--- src/rtl/vga_timing_gen.sv ---
// Raster timing generator: pixel-tick divider, h/v counters and a registered sync/blank/strobe bundle.
// Optional line-compare interrupt (line_cmp_i/line_irq_o) when VGA_TIMING_LINE_IRQ_EN is defined.
package vga_timing_pkg;

  typedef struct packed {
    logic valid;
    logic blank_n;
    logic hsync_n;
    logic vsync_n;
    logic end_of_line;
    logic end_of_visible_line;
    logic next_line_visible;
    logic end_of_frame;
  } vga_timing_t;

  localparam vga_timing_t TIMING_RST = '{
    valid:               1'b0,
    blank_n:             1'b0,
    hsync_n:             1'b1,
    vsync_n:             1'b1,
    end_of_line:         1'b0,
    end_of_visible_line: 1'b0,
    next_line_visible:   1'b0,
    end_of_frame:        1'b0
  };

endpackage

module vga_timing_gen
  import vga_timing_pkg::*;
#(
  parameter int unsigned CLK_DIV   = 2,
  parameter int unsigned H_VISIBLE = 640,
  parameter int unsigned H_FRONT   = 16,
  parameter int unsigned H_SYNC    = 96,
  parameter int unsigned H_BACK    = 48,
  parameter int unsigned V_VISIBLE = 480,
  parameter int unsigned V_FRONT   = 10,
  parameter int unsigned V_SYNC    = 2,
  parameter int unsigned V_BACK    = 33
) (
  input  logic        clk_i,
  input  logic        rst_ni,
  input  logic        en_i,
`ifdef VGA_TIMING_LINE_IRQ_EN
  input  logic [9:0]  line_cmp_i,
  output logic        line_irq_o,
`endif
  output vga_timing_t timing_o,
  output logic [10:0] h_o,
  output logic [9:0]  v_o
);

  localparam int unsigned H_TOTAL = H_VISIBLE + H_FRONT + H_SYNC + H_BACK;
  localparam int unsigned V_TOTAL = V_VISIBLE + V_FRONT + V_SYNC + V_BACK;
  localparam int unsigned DIV_W   = (CLK_DIV > 1) ? $clog2(CLK_DIV) : 1;

  localparam logic [DIV_W-1:0] DIV_LAST   = DIV_W'(CLK_DIV - 1);
  localparam logic [10:0]      H_LAST     = 11'(H_TOTAL - 1);
  localparam logic [10:0]      H_VIS      = 11'(H_VISIBLE);
  localparam logic [10:0]      H_VIS_LAST = 11'(H_VISIBLE - 1);
  localparam logic [10:0]      HS_START   = 11'(H_VISIBLE + H_FRONT);
  localparam logic [10:0]      HS_END     = 11'(H_VISIBLE + H_FRONT + H_SYNC);
  localparam logic [9:0]       V_LAST     = 10'(V_TOTAL - 1);
  localparam logic [9:0]       V_VIS      = 10'(V_VISIBLE);
  localparam logic [10:0]      V_VIS_X    = 11'(V_VISIBLE);
  localparam logic [9:0]       VS_START   = 10'(V_VISIBLE + V_FRONT);
  localparam logic [9:0]       VS_END     = 10'(V_VISIBLE + V_FRONT + V_SYNC);
  localparam logic             V_VIS_NZ   = (V_VISIBLE > 0);

  if (CLK_DIV < 1 || H_VISIBLE < 1 || H_FRONT < 1 || H_SYNC < 1 || H_BACK < 1 ||
      V_VISIBLE < 1 || V_FRONT < 1 || V_SYNC < 1 || V_BACK < 1 ||
      H_TOTAL > 2048 || V_TOTAL > 1024) begin : g_param_err
    $error("vga_timing_gen: illegal timing parameters");
  end

  logic [DIV_W-1:0] div_q, div_d;
  logic [10:0]      h_q, h_d;
  logic [9:0]       v_q, v_d;
  vga_timing_t      timing_q, timing_d;
  logic [10:0]      h_out_q, h_out_d;
  logic [9:0]       v_out_q, v_out_d;
  logic             tick;
  logic             h_last;
  logic             v_last;

  assign tick   = en_i && (div_q == DIV_LAST);
  assign h_last = (h_q == H_LAST);
  assign v_last = (v_q == V_LAST);

  // Raster counters: divider always runs while enabled, h/v advance on pixel ticks.
  always_comb begin
    div_d = div_q;
    h_d   = h_q;
    v_d   = v_q;
    if (en_i) begin
      div_d = (div_q == DIV_LAST) ? '0 : div_q + DIV_W'(1);
      if (tick) begin
        h_d = h_last ? '0 : h_q + 11'd1;
        if (h_last) begin
          v_d = v_last ? '0 : v_q + 10'd1;
        end
      end
    end
  end

  // Output bundle: levels and position update on ticks only, strobes are single-cycle.
  always_comb begin
    timing_d                     = timing_q;
    timing_d.valid               = 1'b0;
    timing_d.end_of_line         = 1'b0;
    timing_d.end_of_visible_line = 1'b0;
    timing_d.next_line_visible   = 1'b0;
    timing_d.end_of_frame        = 1'b0;
    h_out_d                      = h_out_q;
    v_out_d                      = v_out_q;
    if (tick) begin
      timing_d.valid               = 1'b1;
      timing_d.blank_n             = (h_q < H_VIS) && (v_q < V_VIS);
      timing_d.hsync_n             = !((h_q >= HS_START) && (h_q < HS_END));
      timing_d.vsync_n             = !((v_q >= VS_START) && (v_q < VS_END));
      timing_d.end_of_line         = h_last;
      timing_d.end_of_visible_line = (h_q == H_VIS_LAST) && (v_q < V_VIS);
      timing_d.next_line_visible   = h_last &&
                                     (v_last ? V_VIS_NZ : ((11'(v_q) + 11'd1) < V_VIS_X));
      timing_d.end_of_frame        = h_last && v_last;
      h_out_d                      = h_q;
      v_out_d                      = v_q;
    end
  end

  always_ff @(posedge clk_i or negedge rst_ni) begin
    if (!rst_ni) begin
      div_q    <= '0;
      h_q      <= '0;
      v_q      <= '0;
      timing_q <= TIMING_RST;
      h_out_q  <= '0;
      v_out_q  <= '0;
    end else begin
      div_q    <= div_d;
      h_q      <= h_d;
      v_q      <= v_d;
      timing_q <= timing_d;
      h_out_q  <= h_out_d;
      v_out_q  <= v_out_d;
    end
  end

  assign timing_o = timing_q;
  assign h_o      = h_out_q;
  assign v_o      = v_out_q;

`ifdef VGA_TIMING_LINE_IRQ_EN
  logic irq_q, irq_d;

  // Out-of-range compare values never match since v stays below V_TOTAL.
  assign irq_d = tick && h_last && (v_q == line_cmp_i);

  always_ff @(posedge clk_i or negedge rst_ni) begin
    if (!rst_ni) begin
      irq_q <= 1'b0;
    end else begin
      irq_q <= irq_d;
    end
  end

  assign line_irq_o = irq_q;
`endif

endmodule

--- config.mk ---
export PLATFORM = sky130hd
export DESIGN_NAME = vga_timing_gen
export DESIGN_NICKNAME = d
export VERILOG_FILES = /design/src/rtl/vga_timing_gen.sv
export SDC_FILE = /design/constraint.sdc
export NUM_CORES = 1
export LEC_CHECK = 0
export CAP_MARGIN = 20
export CORE_ASPECT_RATIO = 1.25
export CORE_UTILIZATION = 48
export DETAILED_ROUTE_END_ITERATION = 16
export MAX_ROUTING_LAYER = met4
export PLACE_DENSITY = 0.74
export SLEW_MARGIN = 20
export SYNTH_ARGS = -nofsm -noshare
export SYNTH_HDL_FRONTEND = slang
export SYNTH_SLANG_ARGS = --single-unit
--- constraint.sdc ---
create_clock -name clk_i -period 2.3 [get_ports clk_i]
set_input_delay 0.345 -clock clk_i [delete_from_list [all_inputs] [get_ports clk_i]]
set_output_delay 0.345 -clock clk_i [all_outputs]
set_load 0.01 [all_outputs]
* Word level (Yosys, flattened, before mapping)
Index checks and enable logic that the tools add are counted.
** Operators by class
- Mux-type cells :: 5
- Reductions and logical operators :: 11
- Equal/unequal tests :: 3
- $add $sub $neg :: 4
- Order comparisons :: 7
** Operators with widths (number)
- equality test 11 x 10 -> 1 bit, second input constant :: 2
- < comparator 11 x 10 -> 1 bit, second input constant :: 2
- < comparator 10 x 9 -> 1 bit, second input constant :: 2
- adder 10 x 1 -> 11 bit, second input constant :: 1
- adder 11 x 1 -> 11 bit, second input constant :: 1
- >= comparator 11 x 10 -> 1 bit, second input constant :: 1
- < comparator 11 x 9 -> 1 bit, second input constant :: 1
- 2-to-1 mux 11 bit :: 1
- adder 10 x 1 -> 10 bit, second input constant :: 1
- equality test 10 bit, second input constant :: 1
- >= comparator 10 x 9 -> 1 bit, second input constant :: 1
- 2-to-1 mux 10 bit :: 1
- 2-to-1 mux 8 bit :: 1
- logical AND 1 bit :: 7
- AND reduction 3 bit :: 1
- logical NOT 1 bit :: 2
- 2-to-1 mux 1 bit :: 2
- AND reduction 2 bit :: 1
- adder 1 bit, second input constant :: 1
** Word-level totals
- Output and inout port bits :: 29
- Input bits :: 3
- Register bits :: 51
- Word-level logic and storage cells :: 43

* Logic depth before layout (Yosys ltp)
Gate-level depths: netlist of run 1.
- Depth in word-level cells :: 5
- Gate-level depth with buffers :: 8
- Mapped depth without buffers :: 7

* Worst setup path after synthesis of run 1
No wires, ideal clock.
- Path type :: reg2reg
- From :: reg h_q[0]
- To :: reg v_q[8]
- Buffers on the path :: 1
- Clock period less this slack :: 2.127 ns
- Path slack :: 0.173 ns
- Stages on the path, launching flop included :: 8
- Library setup time :: 0.124 ns
- Required time :: 2.176 ns
- Arrival time :: 2.002 ns
- Cells stage by stage :: dfrtp_1 -> ha_1 -> or3b_4 -> or4_4 -> buf_6 -> nor3_4 -> nand3_1 -> xnor2_1
** Between the ends
- Longest elaborated chain between the ends :: 2
** Ends and longest elaborated chain
- start: declaration :: line 78 : logic [10:0] h_q, h_d;
- start signal: assignment :: line 135 : h_q <= '0;
- start signal: assignment :: line 142 : h_q <= h_d;
- equality test 11 x 10 -> 1 bit :: line 88 : assign h_last = (h_q == H_LAST);
- AND reduction 3 bit (no line)
- end signal: assignment :: line 143 : v_q <= v_d;
- end: declaration :: line 79 : logic [9:0] v_q, v_d;
No other way between the ends.
A chain may end at the register's enable or synchronous reset.

* Worst setup path in the final report of run 1
- From :: reg h_q[1]
- To :: reg v_q[8]
The elaborated chain is that of the path after synthesis.

==> results.md, run 1 <==
* Status: finished clean
* Most frequent cells in the layout: nand2_1, dfrtp_1, clkdlybuf4s50_1
* EDFF count, synth at 0
* Slew Viols, Final at 0
* Worst slew pin tran at 0.573 ns
* Layout area overhead at 22.8%
* Setup crit end kind: flop
* Flops & latches, synth at 51
* Sequential share of the synthesized area at 56.7%
* Via-to-Cell Ratio at 5.22
* Avg Inst Size Synth at 9.56 um2
* # H-tree levels at 2
* Post-Place Setup Slack at 0.116 ns
* HPWL Detailed at 3110 um
* Worst skew pair latency at around 0.3 ns
* Mapped Area at roughly 0.0023 mm2
* PortBufs at 31
* Maxcap violations at 0
* Worst Path Required at 2.49 ns
* Post-route ant nets at 0
* Slew HR at roughly three fifths
* Fill cells at roughly 400
* Final Skew at 0.00700 ns
* DR iter-0 viols at 108
* Peak supply drop at 0.449 mV
* Layout cells sized above 1 at 8.82%
* Post-cts resize count at 0
* Clk slew on worst S/H paths at 0.09 ns
* Finished Layout Cells at 330
* Net Count, Synth at 243
* RSZ-0062 raised after global routing: false
* DRC violations left at 0
* WL final at between 4000 and 5000 um
* Final Hold Vio Count at 0
* Fmax at 0.460 GHz
* TritonCTS Buffers at 5
* LEAKAGE at 1.29 nW
* Final net count at 278
* Crit path DAT at 2.36 ns
* Startpoint Class: flop
* Multi-input gate area at 918 um2
* Post-CTS Hold Fix Bufs at 0
* Total grt overflow at 0
* WHS at 0.0243 ns
* Reg2Reg Depth at 6
* N_diodes at 0
* Main synth FF type: dfrtp_1
* CP max FO at 8
* Total power draw at 2.39 mW
* Final setup TNS at 0 ns
* Starting Density at between 50 and 60%
* CP max stage delay at 0.59 ns
* Sink Count at 51
* Register Area at 0.00128 mm2
* # IOs at 32
* Clk buf depth at 2
* CTS tree: built
* Placed Cells incl. Taps at 322
* Pin count of the biggest net entering global routing at 34
* CP Class: reg2reg
* Most common cell after layout, fill and taps aside: nand2_1
* Num rows at 27
* PnR worst setup slack at 0.125 ns
* Worst r2r dst: v_q[8]
* Height of the die at ~79 um
* Placer Congestion at 0.941
* Die W at 63.3 um
* Reg2Reg Setup Slack at 0.13 ns
* DR WL/cell at 13.9 um
* FF-to-FF Start: h_q[1]
* Setup violators final at 0
* Crit-path cells: ha_1, or3b_4, or4_4, nor3_4, nand3_1, xnor2_1
* First-pass GRT wire length at 7970 um
* Period utilisation layout at 94.6%
* Async set or reset register ratio after synthesis at 100%
* Die area at about 0.0050 mm2
* Yosys warning count at 0
* Core area at between 0.004 and 0.005 mm2
* Post-Syn Instances at 236
* Synth unique cells at 38
* Critical-path top delay cell: or4_4
* First-pass detailed-route iteration total at 4
* Pwr/cell area at 862 mW/mm2
* # Post-CTS Setup Buffers at 0
* Clock root buffer: clkbuf_8
* GRT Resource Usage Total at between 20 and 25%
* Antenna violations before repair at 0
* Hold Crit Class: in2async
* Vias in the first global route at 1739
* Via Count at ~1700
* Fin crit period at 2.17 ns
state kept, by name, summed over array words and instances, names as in the netlist:
signal / cells
div_q: 1
h_o: 11
h_q: 11
timing_o: 8
v_o: 10
v_q: 10
area by class of cell:
type                       instances  area share [%]
clock inverter                     2            1.26
tap                               58            2.62
inverter                           7           0.949
multi-input combinational        170            33.2
timing repair buffer              36            12.8
sequential                        51            46.2
clock buffer                       6            2.98
cells by family (layout without fill, tap and decap cells):
family	count (synthesis)	count (layout)	synth area share [%]
multiplexers	1	1	0.499
AND/OR/NAND/NOR	123	123	25.6
AO/OA/AOI/OAI	29	29	7.10
XOR/XNOR	13	13	5.05
buffers and inverters	15	51	2.83
flip-flops	51	51	56.7
adder cells (fa/ha/maj)	4	4	2.22
metal layers:
metal / up-vias / global-route usage, % / part of all wire, % / wire [um]
met2: 36 / 38.0 / 54 / 2460
met5: - / - / 0 / 0
met1: 821 / 24.2 / 41 / 1890
met4: 0 / 7.95 / 1.7 / 77
met3: 8 / 3.92 / 3.4 / 157
li1: 858 / - / - / -
power breakdown:
part	leakage [nW]	total (mW)	switching [mW]	internal, mW
Sequential	0.655	1.16	0.110	1.05
Combinational	0.573	0.587	0.296	0.291
Clock	0.0612	0.641	0.288	0.352
critical path: cells and delay by family (launching register included):
| family | cells | cell delay (ns) |
|---|---|---|
| and+or+nand+nor | 4 | 1.32 |
| DFF | 1 | 0.42 |
| adders and majority gates | 1 | 0.19 |
| xor gates and xnor gates | 1 | 0.14 |
worst max path at each step:
stage / startpoint / to / slack (ns) / cells after the start
floorplan: h_q[0] / v_q[8] / 0.17 / 7
detailed placement: h_q[1] / v_q[8] / 0.12 / 6
CTS: h_q[1] / v_q[8] / 0.1 / 6
finish: h_q[1] / v_q[8] / 0.13 / 6
global placement: en_i / v_q[8] / 0.17 / 6
global route: h_q[1] / v_q[8] / 0.03 / 6
metrics by stage:
stage | util [%] | area, um2
finish | 62.1 | 2770
CTS | 62.0 | 2760
floorplan | - | 2260
global placement | 59.3 | 2650
global route | 62.1 | 2770
detailed placement | 59.3 | 2650
synth_stat cells (2+ instances only):
cell type / count / area, um2
o21ai_1: 3 / 15.0
inv_1: 6 / 22.5
ha_1: 4 / 50.1
xor2_1: 5 / 43.8
clkbuf_1: 6 / 22.5
nor4_1: 2 / 12.5
and3_1: 3 / 18.8
a21oi_1: 3 / 15.0
nor2_1: 14 / 52.6
nand2_1: 71 / 267
a31oi_1: 2 / 12.5
nand3_1: 7 / 35.0
xnor2_1: 8 / 70.1
dfrtp_1: 49 / 1230
nand4_1: 8 / 50.1
nor3_1: 3 / 15.0
o21ai_0: 17 / 85.1
dfstp_2: 2 / 52.6
nor2b_1: 3 / 18.8
nor4b_1: 2 / 17.5
No activity file was read; power rests on OpenSTA's default activity.
==> run 2, diff against run 1 <==
Settings changed: CELL_PAD_IN_SITES_DETAIL_PLACEMENT set to 1, CELL_PAD_IN_SITES_GLOBAL_PLACEMENT set to 1, CORE_MARGIN set to 2, CORE_UTILIZATION 48 to 37, PLACE_DENSITY 0.74 to not set, PLACE_DENSITY_LB_ADDON set to 0.1.
==> results.md, run 2 (synthesis gave the netlist of run 1 again) <==
* Status: finished clean (unchanged)
* FF-to-FF Start: h_q[1] (unchanged)
* First-pass detailed-route iteration total at 4 (unchanged)
* Die area at 0.00674 mm2 (was 0.00498 mm2)
* Setup crit end kind: flop (unchanged)
* Pwr/cell area at 815 mW/mm2 (was 862 mW/mm2)
* RSZ-0062 raised after global routing: false (unchanged)
* Worst slew pin tran at 0.574 ns (was 0.573 ns)
* PnR worst setup slack at 0.105 ns (was 0.125 ns)
* DR WL/cell at 14.5 um (was 13.9 um)
* Final core occ at 47.2% (was 62.1%)
* Finished Layout Cells at 355 (was 330)
* Period utilisation layout at 95.4% (was 94.6%)
* Post-CTS Hold Fix Bufs at 0 (unchanged)
* DR iter-0 viols at 72 (was 108)
* First-pass GRT wire length at 9050 um (was 7970 um)
* Slew Viols, Final at 0 (unchanged)
* Register Area at 0.00128 mm2 (unchanged)
* HPWL Detailed at 3680 um (was 3110 um)
* Core area at 0.00586 mm2 (was 0.00446 mm2)
* DRC violations left at 0 (unchanged)
* WL final at 5140 um (was 4590 um)
* Slew HR at 61.7% (was 61.8%)
* CTS tree: built (unchanged)
* Hold Crit Class: in2async (unchanged)
* LEAKAGE at 1.28 nW (was 1.29 nW)
* Placed Area at 0.00268 mm2 (was 0.00265 mm2)
* Final instance area at 0.00277 mm2 (about the same)
* CP max FO at 8 (unchanged)
* Total grt overflow at 0 (unchanged)
* Clk buf depth at 2 (unchanged)
* Fin crit period at 2.20 ns (was 2.17 ns)
* Via-to-Cell Ratio at 4.99 (was 5.22)
* Vias in the first global route at 1801 (was 1739)
* Final setup TNS at 0 ns (unchanged)
* TritonCTS Buffers at 5 (unchanged)
* Clk slew on worst S/H paths at 0.09 ns (about the same)
* # IOs at 32 (unchanged)
* # H-tree levels at 2 (unchanged)
* Fmax at 0.456 GHz (was 0.460 GHz)
* Layout area overhead at 22.6% (was 22.8%)
* Setup violators final at 0 (unchanged)
* # Post-CTS Setup Buffers at 0 (unchanged)
* Height of the die at 91.3 um (was 78.6 um)
* WHS at 0.0301 ns (was 0.0243 ns)
* Pin count of the biggest net entering global routing at 34 (unchanged)
* Most frequent cells in the layout: nand2_1, dfrtp_1, clkdlybuf4s50_1 (unchanged)
* Final net count at 279 (was 278)
* Die W at 73.8 um (was 63.3 um)
* Worst Setup SP: h_q[1] (unchanged)
* Placed Cells incl. Taps at 347 (was 322)
* Maxcap violations at 0 (unchanged)
* Final Hold Vio Count at 0 (unchanged)
* Num rows at 31 (was 27)
* Sink Count at 51 (unchanged)
* Startpoint Class: flop (unchanged)
* Worst Path Required at 2.49 ns (about the same)
* Post-route ant nets at 0 (unchanged)
* Crit path DAT at 2.38 ns (was 2.36 ns)
* Most common cell after layout, fill and taps aside: nand2_1 (unchanged)
* Layout cells sized above 1 at 8.42% (was 8.82%)
* Multi-input gate area at 913 um2 (was 918 um2)
* PortBufs at 31 (unchanged)
* Antenna violations before repair at 0 (unchanged)
* Placer Congestion at 0.835 (was 0.941)
* Final Skew at 0.00425 ns (was 0.00700 ns)
* Total power draw at 2.26 mW (was 2.39 mW)
* Post-Place Setup Slack at 0.0671 ns (was 0.116 ns)
* Via Count at 1770 (was 1723)
* Fill cells at 694 (was 399)
* Starting Density at 38.5% (was 50.6%)
* N_diodes at 0 (unchanged)
* Clock root buffer: clkbuf_8 (unchanged)
* CP Class: reg2reg (unchanged)
* Peak supply drop at 0.345 mV (was 0.449 mV)
* GRT Resource Usage Total at 18.0% (was 21.5%)
* Worst skew pair latency at 0.30 ns (about the same)
run 2: cell types whose count changed in the layout (fill, tap and decap cells not counted), sizes merged:
cell and delta:
clkbuf +1, bufinv -1, buf +1
run 2: routing by layer:
layer	wire, um	GRT usage, %	part of all wire, %	up-vias
met1	2300	23.2	45	880
li1	-	-	-	860
met4	82	6.36	1.6	0
met5	0	-	0	-
met2	2640	28.3	51	25
met3	115	3.00	2.2	5
run 2: worst paths after layout:
path | slack [ns] | cells past startpoint | to
hold / removal | 0.03 | 1 | h_o[0]
setup reg to reg | 0.10 | 6 | v_q[8]
max in group asynchronous | 1.66 | 2 | timing_o[5]
min in group clk_i | 0.48 | 2 | h_o[9]
hold reg to reg | 0.48 | 2 | h_o[9]
setup / recovery | 0.10 | 6 | v_q[8]
run 2: area by class of cell:
class / instances / area share (%)
tap: 82 / 3.71
timing repair buffer: 37 / 13.1
sequential: 51 / 46.3
inverter: 7 / 0.950
clock inverter: 1 / 0.181
multi-input combinational: 170 / 33.0
clock buffer: 7 / 2.76
run 2: power by group:
part           leakage [nW]  internal [mW]  switching (mW)
sequential            0.655           1.05           0.114
clock                0.0422          0.214           0.286
combinational         0.578          0.291           0.299
total                  1.28           1.56           0.699
run 2: worst max-delay path: stages, from the launching register on:
cell,delay (ns)
dfrtp_2,0.42
ha_1,0.21
or3b_4,0.40
or4_4,0.58
nor3_4,0.22
nand3_1,0.11
xnor2_1,0.14
run 2: timing repair:
item                                    in CTS  in global routing
endpoints found under the setup margin       0                  6
resized for setup                            0                  1
hold endpoints to repair                     0                  0
==> run 3, diff against run 2 <==
Settings changed: RECOVER_POWER set to 25.
==> results.md, run 3 (synthesis gave the netlist of run 1 again) <==
* Peak supply drop at 0.345 mV (about the same)
* Period utilisation layout at 95.4% (about the same)
* DRC violations left at 0 (unchanged)
* WL final at 5140 um (about the same)
* Pin count of the biggest net entering global routing at 34 (unchanged)
* Setup violators final at 0 (unchanged)
* Via-to-Cell Ratio at 4.98 (was 4.99)
* Final core occ at 47.0% (was 47.2%)
* First-pass GRT wire length at 9050 um (unchanged)
* Layout cells sized above 1 at 8.06% (was 8.42%)
* Combinational power share at 26.1% (was 26.2%)
* Placer Congestion at 0.835 (unchanged)
* N_diodes at 0 (unchanged)
* Pwr/cell area at 819 mW/mm2 (was 815 mW/mm2)
* Total grt overflow at 0 (unchanged)
* Crit path DAT at 2.38 ns (about the same)
* Final instance area at 0.00275 mm2 (was 0.00277 mm2)
* Via Count at 1768 (was 1770)
* DR iter-0 viols at 72 (unchanged)
* Sink Count at 51 (unchanged)
* Maxcap violations at 0 (unchanged)
* HPWL Detailed at 3680 um (unchanged)
* # Post-CTS Setup Buffers at 0 (unchanged)
* Hold Crit Class: in2async (unchanged)
* Fin crit period at 2.20 ns (about the same)
* Final setup TNS at 0 ns (unchanged)
* DR WL/cell at 14.5 um (about the same)
* Psw at 0.699 mW (about the same)
* Clk buf depth at 2 (unchanged)
* Clock root buffer: clkbuf_8 (unchanged)
* Clk pwr share at 22.2% (about the same)
* Worst Path Required at 2.49 ns (about the same)
* RSZ-0062 raised after global routing: false (unchanged)
* Critical-path top delay cell: or4_4 (unchanged)
* Final Hold Vio Count at 0 (unchanged)
* CP max FO at 8 (unchanged)
* Crit-path cells: ha_1, or3b_4, or4_4, nor3_4, nand3_1, xnor2_1 (unchanged)
* # IOs at 32 (unchanged)
* Antenna violations before repair at 0 (unchanged)
* LEAKAGE at 1.27 nW (was 1.28 nW)
* Num rows at 31 (unchanged)
* Worst skew pair latency at 0.30 ns (about the same)
* Core area at 0.00586 mm2 (unchanged)
* Flop pwr share at 51.7% (about the same)
* First-pass detailed-route iteration total at 4 (unchanged)
* Sw frac at 31.0% (about the same)
* Most common cell after layout, fill and taps aside: nand2_1 (unchanged)
* Slew Viols, Final at 0 (unchanged)
* Height of the die at 91.3 um (unchanged)
* Layout area overhead at 21.9% (was 22.6%)
* PortBufs at 31 (unchanged)
* Startpoint Class: flop (unchanged)
* Post-cts resize count at 0 (unchanged)
* Int Power at 1.55 mW (was 1.56 mW)
* # H-tree levels at 2 (unchanged)
* Placed Cells incl. Taps at 347 (unchanged)
* CP max stage delay at 0.58 ns (about the same)
* Placed Area at 0.00268 mm2 (unchanged)
* Final Skew at 0.00425 ns (about the same)
* Vias in the first global route at 1801 (unchanged)
* TritonCTS Buffers at 5 (unchanged)
* Setup crit end kind: flop (unchanged)
* Starting Density at 38.5% (unchanged)
* GRT Resource Usage Total at 18.0% (unchanged)
* Slew HR at 13.9% (was 61.7%)
* CTS tree: built (unchanged)
* Clk slew on worst S/H paths at 0.09 ns (about the same)
* Die W at 73.8 um (unchanged)
* Status: finished clean (unchanged)
* Worst slew pin tran at 1.29 ns (was 0.574 ns)
* Post-CTS Hold Fix Bufs at 0 (unchanged)
* Fmax at 0.456 GHz (about the same)
* CP Class: reg2reg (unchanged)
* Finished Layout Cells at 355 (unchanged)
* Reg2Reg Setup Slack at 0.10 ns (about the same)
* Post-route ant nets at 0 (unchanged)
* Final net count at 279 (unchanged)
* Most frequent cells in the layout: nand2_1, dfrtp_1, clkdlybuf4s50_1 (unchanged)
* Die area at 0.00674 mm2 (unchanged)
[run 3: cell count changes in the layout (fill, tap and decap cells not counted), sizes merged]
cell and delta:
buf -2, clkbuf +2
[run 3: final cells by class]
cell class | count | area [um2]
clock inverter | 1 | 5.00
clock buffer | 7 | 76.3
fill | 695 | 3110
sequential | 51 | 1280
tap | 82 | 103
timing repair buffer | 37 | 347
multi-input combinational | 170 | 913
inverter | 7 | 26.3
[run 3: power by group through the flow]
stage / clock [mW] / sequential (mW) / combinational (mW)
detailed placement: 0 / 1.19 / 0.600
finish: 0.500 / 1.17 / 0.587
global placement: 0 / 1.18 / 0.588
floorplan: 0 / 1.20 / 0.258
CTS: 0.525 / 1.17 / 0.600
global route: 0.551 / 1.19 / 0.653
[run 3: worst max-delay path: cells and delay by family, from the launching register on]
| kind | cells | cell delay, ns |
|---|---|---|
| fa+ha+maj | 1 | 0.21 |
| flops | 1 | 0.42 |
| xor+xnor | 1 | 0.14 |
| simple gates | 4 | 1.31 |
[run 3: path summary, 6_finish.rpt]
kind	start	to	cells past startpoint
max in group asynchronous	rst_ni	timing_o[1]	2
min in group clk_i	h_o[9]	h_o[9]	2
worst min register to register	h_o[9]	h_o[9]	2
worst min-delay path	rst_ni	div_q	1
worst max-delay path	h_q[1]	v_q[8]	6
worst max register to register	h_q[1]	v_q[8]	6
[run 3: metrics by stage]
stage	hold WS [ns]	worst slack (ns)	total power, mW
4_1_cts	0.0366	0.0606	2.29
3_5_place_dp	0.372	0.0671	1.78
3_3_place_gp	0.376	0.130	1.76
6_report	0.304	0.105	2.25
2_1_floorplan	0.0494	0.173	1.46
5_1_grt	0.425	0.00363	2.39
[run 3: routing by layer]
layer,vias up,wire (um),global-route usage (%)
met2,25,2640,28.3
met5,-,0,-
li1,860,-,-
met4,0,82,6.36
met1,878,2300,23.2
met3,5,114,3.00
